[config.mk]
export PLATFORM = sky130hd
export DESIGN_NAME = wb_sample_fifo_flat
export DESIGN_NICKNAME = d
export VERILOG_FILES = /design/src/rtl/wb_sample_fifo_if.sv /design/src/rtl/wb_sample_fifo.sv /design/src/flat_wrapper.sv
export SDC_FILE = /design/constraint.sdc
export NUM_CORES = 1
export LEC_CHECK = 0
export CORE_MARGIN = 3
export CORE_UTILIZATION = 55
export CTS_CLUSTER_SIZE = 30
export DETAILED_ROUTE_END_ITERATION = 8
export GPL_TIMING_DRIVEN = 0
export PLACE_DENSITY = 0.78
export SKIP_LAST_GASP = 1
export SLEW_MARGIN = 40
export SYNTH_ARGS = -nofsm -noshare
export SYNTH_HDL_FRONTEND = slang
export SYNTH_SLANG_ARGS = --single-unit
[constraint.sdc]
create_clock -name wb_clk_i -period 6.85 [get_ports wb_clk_i]
set_clock_uncertainty 0.15 [all_clocks]
set_input_delay 2.055 -clock wb_clk_i [delete_from_list [all_inputs] [get_ports wb_clk_i]]
set_output_delay 2.055 -clock wb_clk_i [all_outputs]
set_load 0.01 [all_outputs]
[src/rtl/wb_sample_fifo_if.sv]
// Wishbone slave-side bus bundle for the sample FIFO register window.
// Signal names keep the SoC's _i/_o suffixes, seen from the slave.
interface wb_sample_fifo_if;
  logic        wbs_stb_i;
  logic        wbs_cyc_i;
  logic        wbs_we_i;
  logic [3:0]  wbs_sel_i;
  logic [31:0] wbs_adr_i;
  logic [31:0] wbs_dat_i;
  logic        wbs_ack_o;
  logic [31:0] wbs_dat_o;

  modport slave (
    input  wbs_stb_i, wbs_cyc_i, wbs_we_i, wbs_sel_i, wbs_adr_i, wbs_dat_i,
    output wbs_ack_o, wbs_dat_o
  );

  modport master (
    output wbs_stb_i, wbs_cyc_i, wbs_we_i, wbs_sel_i, wbs_adr_i, wbs_dat_i,
    input  wbs_ack_o, wbs_dat_o
  );
endinterface

[src/rtl/wb_sample_fifo.sv]
// Sample FIFO filled by an acquisition peripheral and drained by firmware over
// a 4-register Wishbone window; level-threshold / overflow interrupt.
module wb_sample_fifo #(
  parameter int          DATA_W    = 16,
  parameter int          DEPTH     = 16,
  parameter logic [31:0] BASE_ADDR = 32'h3000_0000
) (
  input  logic                     wb_clk_i,
  input  logic                     wb_rst_ni,
  wb_sample_fifo_if.slave          wbs,
  input  logic                     smp_valid_i,
  input  logic [DATA_W-1:0]        smp_data_i,
  output logic                     irq_o,
  output logic [$clog2(DEPTH):0]   fifo_level_o
);

  localparam int AW = $clog2(DEPTH);
  localparam int CW = AW + 1;

  logic [DATA_W-1:0] mem [DEPTH];
  logic [AW-1:0]     wr_ptr, rd_ptr;
  logic [CW-1:0]     count;
  logic              en, thr_ie, ovf_ie, ovf, unf, ack;
  logic [7:0]        thresh;

  logic        sel, access, wr, rd, empty, full;
  logic        pop_req, pop, unf_set, flush, push_req, push, ovf_set;
  logic        ovf_clr, unf_clr, ctrl_wr, irq_next;
  logic [1:0]  off;
  logic [8:0]  cnt9;
  logic [7:0]  cnt8;
  logic [31:0] rdata;
  logic        unused_bits;

  assign sel    = wbs.wbs_cyc_i & wbs.wbs_stb_i & (wbs.wbs_adr_i[31:4] == BASE_ADDR[31:4]);
  assign access = sel & ~ack;
  assign off    = wbs.wbs_adr_i[3:2];
  assign wr     = access & wbs.wbs_we_i;
  assign rd     = access & ~wbs.wbs_we_i;
  assign empty  = (count == '0);
  assign full   = (count == CW'(DEPTH));

  assign pop_req  = rd & (off == 2'd0);
  assign pop      = pop_req & ~empty;
  assign unf_set  = pop_req & empty;
  assign flush    = wr & (off == 2'd2) & wbs.wbs_sel_i[0] & wbs.wbs_dat_i[3];
  // A pop on the same edge frees the slot, so a full FIFO still accepts it.
  assign push_req = smp_valid_i & en & ~flush;
  assign push     = push_req & (~full | pop);
  assign ovf_set  = push_req & full & ~pop;
  assign ovf_clr  = wr & (off == 2'd1) & wbs.wbs_sel_i[0] & wbs.wbs_dat_i[2];
  assign unf_clr  = wr & (off == 2'd1) & wbs.wbs_sel_i[0] & wbs.wbs_dat_i[3];
  assign ctrl_wr  = wr & (off == 2'd2);

  // The 8-bit count field saturates so DEPTH=256 still reads as >= any THRESH.
  assign cnt9 = 9'(count);
  assign cnt8 = cnt9[8] ? 8'hFF : cnt9[7:0];

  assign irq_next = (thr_ie & (thresh != 8'd0) & (cnt8 >= thresh)) | (ovf_ie & ovf);

  always_comb begin
    rdata = '0;
    case (off)
      2'd0:    rdata = empty ? 32'd0 : 32'(mem[rd_ptr]);
      2'd1:    rdata = {16'h0, cnt8, 4'h0, unf, ovf, full, empty};
      2'd2:    rdata = {16'h0, thresh, 5'h0, ovf_ie, thr_ie, en};
      default: rdata = '0;
    endcase
  end

  always_ff @(posedge wb_clk_i or negedge wb_rst_ni) begin
    if (!wb_rst_ni) begin
      wr_ptr <= '0;
      rd_ptr <= '0;
      count  <= '0;
      en     <= 1'b0;
      thr_ie <= 1'b0;
      ovf_ie <= 1'b0;
      thresh <= '0;
      ovf    <= 1'b0;
      unf    <= 1'b0;
      ack    <= 1'b0;
      irq_o  <= 1'b0;
      wbs.wbs_dat_o <= '0;
    end else begin
      ack           <= access;
      wbs.wbs_dat_o <= rd ? rdata : 32'd0;
      irq_o         <= irq_next;

      if (flush) begin
        wr_ptr <= '0;
        rd_ptr <= '0;
        count  <= '0;
      end else begin
        if (push) wr_ptr <= wr_ptr + 1'b1;
        if (pop)  rd_ptr <= rd_ptr + 1'b1;
        if (push & ~pop)      count <= count + 1'b1;
        else if (pop & ~push) count <= count - 1'b1;
      end

      // A new event on the clearing edge wins so it is never lost.
      if (ovf_set)      ovf <= 1'b1;
      else if (ovf_clr) ovf <= 1'b0;
      if (unf_set)      unf <= 1'b1;
      else if (unf_clr) unf <= 1'b0;

      if (ctrl_wr && wbs.wbs_sel_i[0]) {ovf_ie, thr_ie, en} <= wbs.wbs_dat_i[2:0];
      if (ctrl_wr && wbs.wbs_sel_i[1]) thresh <= wbs.wbs_dat_i[15:8];
    end
  end

  always_ff @(posedge wb_clk_i) begin
    if (push) mem[wr_ptr] <= smp_data_i;
  end

  assign wbs.wbs_ack_o = ack;
  assign fifo_level_o  = count;

  assign unused_bits = ^{wbs.wbs_adr_i[1:0], wbs.wbs_dat_i[31:16],
                         wbs.wbs_dat_i[7:4], wbs.wbs_sel_i[3:2]};

endmodule

[src/flat_wrapper.sv]
// flat-port wrapper written by rule: the top's interface ports become plain ports
module wb_sample_fifo_flat 
#(
  parameter int          DATA_W    = 16,
  parameter int          DEPTH     = 16,
  parameter logic [31:0] BASE_ADDR = 32'h3000_0000
)
  (wb_clk_i, wb_rst_ni, smp_valid_i, smp_data_i, irq_o, fifo_level_o, wbs_wbs_stb_i, wbs_wbs_cyc_i, wbs_wbs_we_i, wbs_wbs_sel_i, wbs_wbs_adr_i, wbs_wbs_dat_i, wbs_wbs_ack_o, wbs_wbs_dat_o);
  wb_sample_fifo_if wbs_i ();
  input  logic wb_clk_i;
  input  logic wb_rst_ni;
  input  logic smp_valid_i;
  input  logic [DATA_W-1:0] smp_data_i;
  output logic irq_o;
  output logic [$clog2(DEPTH):0] fifo_level_o;
  input wire logic [$bits(wbs_i.wbs_stb_i)-1:0] wbs_wbs_stb_i;
  input wire logic [$bits(wbs_i.wbs_cyc_i)-1:0] wbs_wbs_cyc_i;
  input wire logic [$bits(wbs_i.wbs_we_i)-1:0] wbs_wbs_we_i;
  input wire logic [$bits(wbs_i.wbs_sel_i)-1:0] wbs_wbs_sel_i;
  input wire logic [$bits(wbs_i.wbs_adr_i)-1:0] wbs_wbs_adr_i;
  input wire logic [$bits(wbs_i.wbs_dat_i)-1:0] wbs_wbs_dat_i;
  output wire logic [$bits(wbs_i.wbs_ack_o)-1:0] wbs_wbs_ack_o;
  output wire logic [$bits(wbs_i.wbs_dat_o)-1:0] wbs_wbs_dat_o;
  assign wbs_i.wbs_stb_i = wbs_wbs_stb_i;
  assign wbs_i.wbs_cyc_i = wbs_wbs_cyc_i;
  assign wbs_i.wbs_we_i = wbs_wbs_we_i;
  assign wbs_i.wbs_sel_i = wbs_wbs_sel_i;
  assign wbs_i.wbs_adr_i = wbs_wbs_adr_i;
  assign wbs_i.wbs_dat_i = wbs_wbs_dat_i;
  assign wbs_wbs_ack_o = wbs_i.wbs_ack_o;
  assign wbs_wbs_dat_o = wbs_i.wbs_dat_o;
  wb_sample_fifo #(.DATA_W(DATA_W), .DEPTH(DEPTH), .BASE_ADDR(BASE_ADDR)) u_core (.wb_clk_i(wb_clk_i), .wb_rst_ni(wb_rst_ni), .wbs(wbs_i), .smp_valid_i(smp_valid_i), .smp_data_i(smp_data_i), .irq_o(irq_o), .fifo_level_o(fifo_level_o));
endmodule
==> results_dict.tcl, run 1 <==
set metrics [dict create \
    nNetsFinal 924 \
    path_clk_slew_ps 60 \
    slowest_delay_ps 710 \
    tns_ps 0 \
    numPortBuffers 87 \
    period_minus_slack_ps 5470 \
    yosysWarningCount 0 \
    drive_gt1_frac 0.251 \
    wl_um 29100 \
    hold_viol_final 0 \
    ys_async_sr_fraction 0.147 \
    antenna_found_initial 2 \
    numClockSinks 300 \
    cts_tree "built" \
    setup.worst_path.start_class "primary input" \
    crit_arrival_ps 5790 \
    dp_hpwl_um 18800 \
    end_kind "flip-flop" \
    dieHeight_um 157 \
    synth.distinct_cells 57 \
    netlist_area_mm2 0.0125 \
    synth_seq_cells 300 \
    diodes 0 \
    p_per_area_mw_per_mm2 244 \
    place_congestion 0.839 \
    min_path_type "flip-flop to flip-flop" \
    ant_nets 0 \
    grt_pass1_wl_um 43000 \
    cts_made_buffers 29 \
    rows 54 \
    path_delay_family "simple AND/OR/NAND/NOR gates" \
    cp_max_fo 9 \
    first_pass_iters 5 \
    drc 0 \
    h-tree-depth 1 \
    worst_skew_pair.late_latency_ps 560 \
    io_pins 129 \
    fillers 1430 \
    drv_cap 0 \
    routedWlPerCell_um 26.0 \
    initial_core_util 0.566 \
    slew_violations 0 \
    p_leak_nw 5.09 \
    setup_viol 0 \
    synth.area.top_cells "edfxtp_1 62%, mux4_2 13%, dfrtp_1 8.8%" \
    required_ps 7170 \
    die_x_um 157 \
    cts_resized 0 \
    synth_cells 666 \
    drt-initial-drc-count 599 \
    core_area_mm2 0.0220 \
    overflow 0 \
    syn2layout_area_growth_pct 19.5 \
    grt_use_total 0.239 \
    crit_slowest_cell "nor4_4" \
    seq_area_frac_synth 0.705 \
    outcome "finished, final reports clean" \
    root_buffer "clkbuf_16" \
    holdWs_ps 375 \
    synth_area_leader_cell "edfxtp_1" \
    crit_type "primary input to flip-flop" \
    worstMarginPinSlew_ps 779 \
    fmax_mhz 183 \
    grt_pass1_vias 6963 \
    max-clock-path-buffers 3 \
    crit_buf_inv 4 \
    synth_edf_count 256 \
    grt_setup_unrepaired "false" \
    synth_top_area_frac 0.617 \
    vias_per_cell 6.12 \
    post_cts_buffers 0 \
    synthFlopType "edfxtp_1" \
    hold_buffers 0 \
    path_cells "clkdlybuf4s50_1 -> nor4_2 -> and4_1 -> buf_4 -> nand2_2 -> nor4_4 -> inv_1 -> ha_1 -> inv_1 -> ha_1 -> a21o_1 -> a21oi_1 -> xnor2_1 -> or3_1 -> a21oi_1" \
    synthTopCellsByCount "256 x edfxtp_1, 70 x mux4_2, 44 x dfrtp_1" \
    syn_avg_cell_area_um2 18.7 \
    fin_crit_sh 0.798 \
    dieArea_mm2 0.0245 \
    ir_worst_vdd_mv 0.207 \
    grt_max_degree 31 \
    maxSlewHeadroom 0.477 \
    yosysMostFrequentCell "edfxtp_1" \
    via_count 6856 \
]
[through the flow]
step / instances / worst slack [ps] / power [mW] / instance area, um2 / util
2_1_floorplan: 681 / 1720 / 2.04 / 12500 / -
3_3_place_gp: 1048 / -380 / 2.10 / 13700 / 0.624
3_5_place_dp: 1067 / 853 / 2.11 / 14000 / 0.634
4_1_cts: 1120 / 1390 / 3.66 / 14900 / 0.677
5_1_grt: 1120 / 1160 / 3.74 / 14900 / 0.677
6_report: 1120 / 1380 / 3.64 / 14900 / 0.677
[final cells by class]
| class | instances | area, um2 | area share |
|---|---|---|---|
| sequential | 300 | 8790 | 0.590 |
| clock buffer | 43 | 788 | 0.0529 |
| clock inverter | 10 | 143 | 0.00957 |
| tap | 280 | 350 | 0.0235 |
| inverter | 15 | 58.8 | 0.00395 |
| multi-input combinational | 317 | 3430 | 0.230 |
| buffer | 49 | 307 | 0.0206 |
| timing repair buffer | 106 | 1040 | 0.0698 |
[where the power goes]
part / total [mW] / switching (mW) / internal (mW) / leakage, nW
Combinational: 0.0882 / 0.0451 / 0.0431 / 1.72
Sequential: 1.98 / 0.00000000618 / 1.98 / 2.91
Clock: 1.57 / 0.655 / 0.912 / 0.452
[state kept, by name (all words and copies together) (netlist names)]
name,flops
u_core.thr_ie,1
u_core.ovf_ie,1
u_core.rd_ptr,4
u_core.ovf,1
u_core.wbs.wbs_dat_o,16
u_core.wbs.wbs_ack_o,1
u_core.wr_ptr,4
u_core.irq_o,1
u_core.en,1
u_core.thresh,8
u_core.unf,1
u_core.fifo_level_o,5
u_core.mem,256
[placed cells by master, fill, tap and decap left out, drive strengths merged, types with 8 or more instances in the layout]
master / instances
edfxtp: 256
a21oi: 14
conb: 16
mux4: 70
dfrtp: 44
nor3: 11
inv: 16
nor4: 10
o21ai: 12
mux2: 13
nand3: 8
and3: 10
clkdlybuf4s50: 86
ha: 15
buf: 60
nand2: 21
nor2: 19
clkbuf: 52
mux2i: 17
[final timing paths]
check,startpoint,to,slack [ps],cells past startpoint
setup / recovery,wbs_wbs_adr_i[21],u_core.fifo_level_o[4],1380,15
hold / removal,u_core.thresh[3],u_core.thresh[3],370,1
setup reg to reg,u_core.fifo_level_o[0],u_core.fifo_level_o[4],2990,14
hold reg to reg,u_core.thresh[3],u_core.thresh[3],370,1
max in group asynchronous,wb_rst_ni,u_core.thresh[0],4870,2
min in group asynchronous,wb_rst_ni,u_core.wbs.wbs_ack_o,1230,1
[cell families after synthesis]
family          after synthesis  share of synthesized area
compound gates               62                     0.0350
xor+xnor                      7                    0.00492
flops                       300                      0.705
other cells                   1                   0.000301
mux                         100                      0.152
buf+inv                      64                     0.0293
fa+ha+maj                    16                     0.0167
simple gates                116                     0.0571
[per-layer routing]
metal  track usage  share of wire  wire (um)  up-vias
li1              -              -          -     2960
met1         0.322           0.39      11400     3504
met2         0.407           0.51      14800      332
met3        0.0487          0.072       2090       58
met4        0.0600          0.027        786        2
met5             0        0.00045         13        -
Note: power is estimated with default switching activity, not from simulation.
==> run 2: changes to the inputs <==
- clock period: 6.85 -> 5.3 ns (I/O delays scaled with it)
==> results of run 2 <==
The final DEF is identical to that of run 1. Status: finished, final reports clean.
Among the figures that moved: setup slack after placement 853 ps -> -232 ps; setup slack after layout 1380 ps -> 298 ps; register-to-register setup slack 2990 ps -> 1440 ps; total power 3.64 mW -> 4.70 mW; worst IR drop on VDD 0.207 mV -> 0.268 mV
==> run 3: changes to the inputs <==
- CORE_ASPECT_RATIO: default -> 1.2
==> results_dict.tcl, run 3 (synthesized netlist as in run 1, its figures left out) <==
set metrics [dict create \
    outcome "finished, final reports clean" \
    io_pins 129 \
    first_pass_iters 6 \
    mostFrequentLayoutCells "256 x edfxtp_1, 86 x clkdlybuf4s50_1, 70 x mux4_2" \
    crit_arrival_ps 5270 \
    power.internal_mw 3.81 \
    grt_pass1_vias 7150 \
    pwr-share-seq 0.544 \
    fillers 1407 \
    routedWlPerCell_um 26.8 \
    drt-initial-drc-count 645 \
    grt_pass1_wl_um 44000 \
    h-tree-depth 1 \
    p_leak_nw 5.09 \
    seq_area_mm2 0.00879 \
    p_sw_frac 0.192 \
    grt_use_total 0.244 \
    grt_max_degree 35 \
    power.switching_mw 0.907 \
    cp_max_fo 10 \
    dp_hpwl_um 19000 \
    end_kind "flip-flop" \
    drv_cap 0 \
    antenna_found_initial 0 \
    hold_viol_final 0 \
    worst_skew_pair.late_latency_ps 540 \
    largest_reg_flops 256 \
    placed_cells 1062 \
    dieHeight_um 171 \
    rr_startpoint "u_core.fifo_level_o[0]" \
    period_minus_slack_ps 4960 \
    wl_um 29800 \
    finalNonFillerCells 1114 \
    fmax_mhz 201 \
    power.clock.fraction 0.432 \
    totalPowerFinal_mw 4.71 \
    ir_worst_vdd_mv 0.321 \
    max-clock-path-buffers 3 \
    fin_crit_sh 0.937 \
    r2r_cells 14 \
    initial_core_util 0.567 \
    drc 0 \
    place_congestion 0.904 \
    maxSlewHeadroom 0.418 \
    path_clk_slew_ps 60 \
    slew_violations 0 \
    setup_viol 0 \
    dieArea_mm2 0.0245 \
    min_from "u_core.thresh[4]" \
    crit_type "primary input to flip-flop" \
    timing.rr.end "u_core.fifo_level_o[4]" \
    setup.worst_path.start_class "primary input" \
    top_register "u_core.mem" \
    cts_made_buffers 28 \
    syn2layout_area_growth_pct 19.6 \
    p_per_area_mw_per_mm2 316 \
    drive_gt1_frac 0.251 \
    vias_per_cell 6.28 \
    die_x_um 143 \
    core_area_mm2 0.0220 \
    cts_resized 0 \
    nNetsFinal 924 \
    via_count 6991 \
    top_regs "u_core.mem (256), u_core.wbs.wbs_dat_o (16), u_core.thresh (8)" \
    grt_setup_unrepaired "false" \
    hold_buffers 0 \
    overflow 0 \
    hold_depth 1 \
    numPortBuffers 87 \
    post_cts_buffers 0 \
    diodes 0 \
    root_buffer "clkbuf_16" \
    min_path_type "flip-flop to flip-flop" \
    required_ps 5610 \
    worstMarginPinSlew_ps 873 \
    numClockSinks 300 \
    r2r_slack_ps 1430 \
    final_common_cell "edfxtp_1" \
    whs_endpoint "u_core.thresh[4]" \
    multi_input_area_mm2 0.00343 \
    pwr-share-comb 0.024 \
    rows 59 \
    cts_tree "built" \
    ant_nets 0 \
]
[run 3: power by group through the flow]
| stage | Combinational, mW | Sequential, mW | Clock, mW |
|---|---|---|---|
| after CTS | 0.114 | 2.56 | 2.05 |
| after floorplan | 0.0274 | 2.61 | 0 |
| after detailed placement | 0.113 | 2.61 | 0 |
| final | 0.115 | 2.56 | 2.04 |
| after global routing | 0.124 | 2.56 | 2.14 |
| after global placement | 0.106 | 2.61 | 0 |
[run 3: worst max-delay path: stages]
cell and delay [ps]:
clkdlybuf4s50_1 500, nand2b_1 120, clkbuf_1 370, nor2_1 140, and3_1 290, or3_1 350
buf_6 170, inv_4 100, ha_1 190, inv_1 120, fa_1 420, a21o_1 190
a21oi_1 190, xnor2_1 90, or3_1 300, a21oi_1 140
[run 3: how the worst max path moves through the flow]
stage / startpoint / end / slack (ps) / depth (start not counted)
2_1_floorplan: wbs_wbs_adr_i[21] / u_core.fifo_level_o[4] / 640 / 15
3_3_place_gp: wbs_wbs_adr_i[11] / u_core.mem[4][1] / -1610 / 8
3_5_place_dp: wbs_wbs_adr_i[11] / u_core.fifo_level_o[4] / -220 / 15
4_1_cts: wbs_wbs_adr_i[11] / u_core.fifo_level_o[4] / 320 / 15
5_1_grt: wbs_wbs_adr_i[21] / u_core.fifo_level_o[4] / 80 / 15
6_report: wbs_wbs_adr_i[2] / u_core.fifo_level_o[4] / 340 / 16
[run 3: metal layers]
| metal | wire (um) | vias up | global-route usage | part of all wire |
|---|---|---|---|---|
| met2 | 14700 | 439 | 0.402 | 0.49 |
| met3 | 2750 | 71 | 0.0442 | 0.092 |
| li1 | - | 2950 | - | - |
| met5 | 0 | - | 0 | 0 |
| met1 | 11300 | 3531 | 0.333 | 0.38 |
| met4 | 1010 | 0 | 0.0815 | 0.034 |
[run 3: stage by stage]
stage,util,setup TNS [ps],hold slack [ps],area (um2),setup WS [ps]
2_1_floorplan,-,0,312,12500,638
3_3_place_gp,0.625,-122280,346,13700,-1610
3_5_place_dp,0.635,-222,354,14000,-222
4_1_cts,0.678,0,379,14900,325
5_1_grt,0.678,0,406,14900,82.4
6_report,0.678,0,376,14900,336
[run 3: layout make-up]
cell class                      instances  area share
Timing Repair Buffer                  107      0.0707
Multi-Input combinational cell        317       0.230
Sequential cell                       300       0.589
Clock buffer                           40      0.0535
Clock inverter                         12     0.00898
Buffer                                 49      0.0206
Inverter                               15     0.00394
Tap cell                              274      0.0230
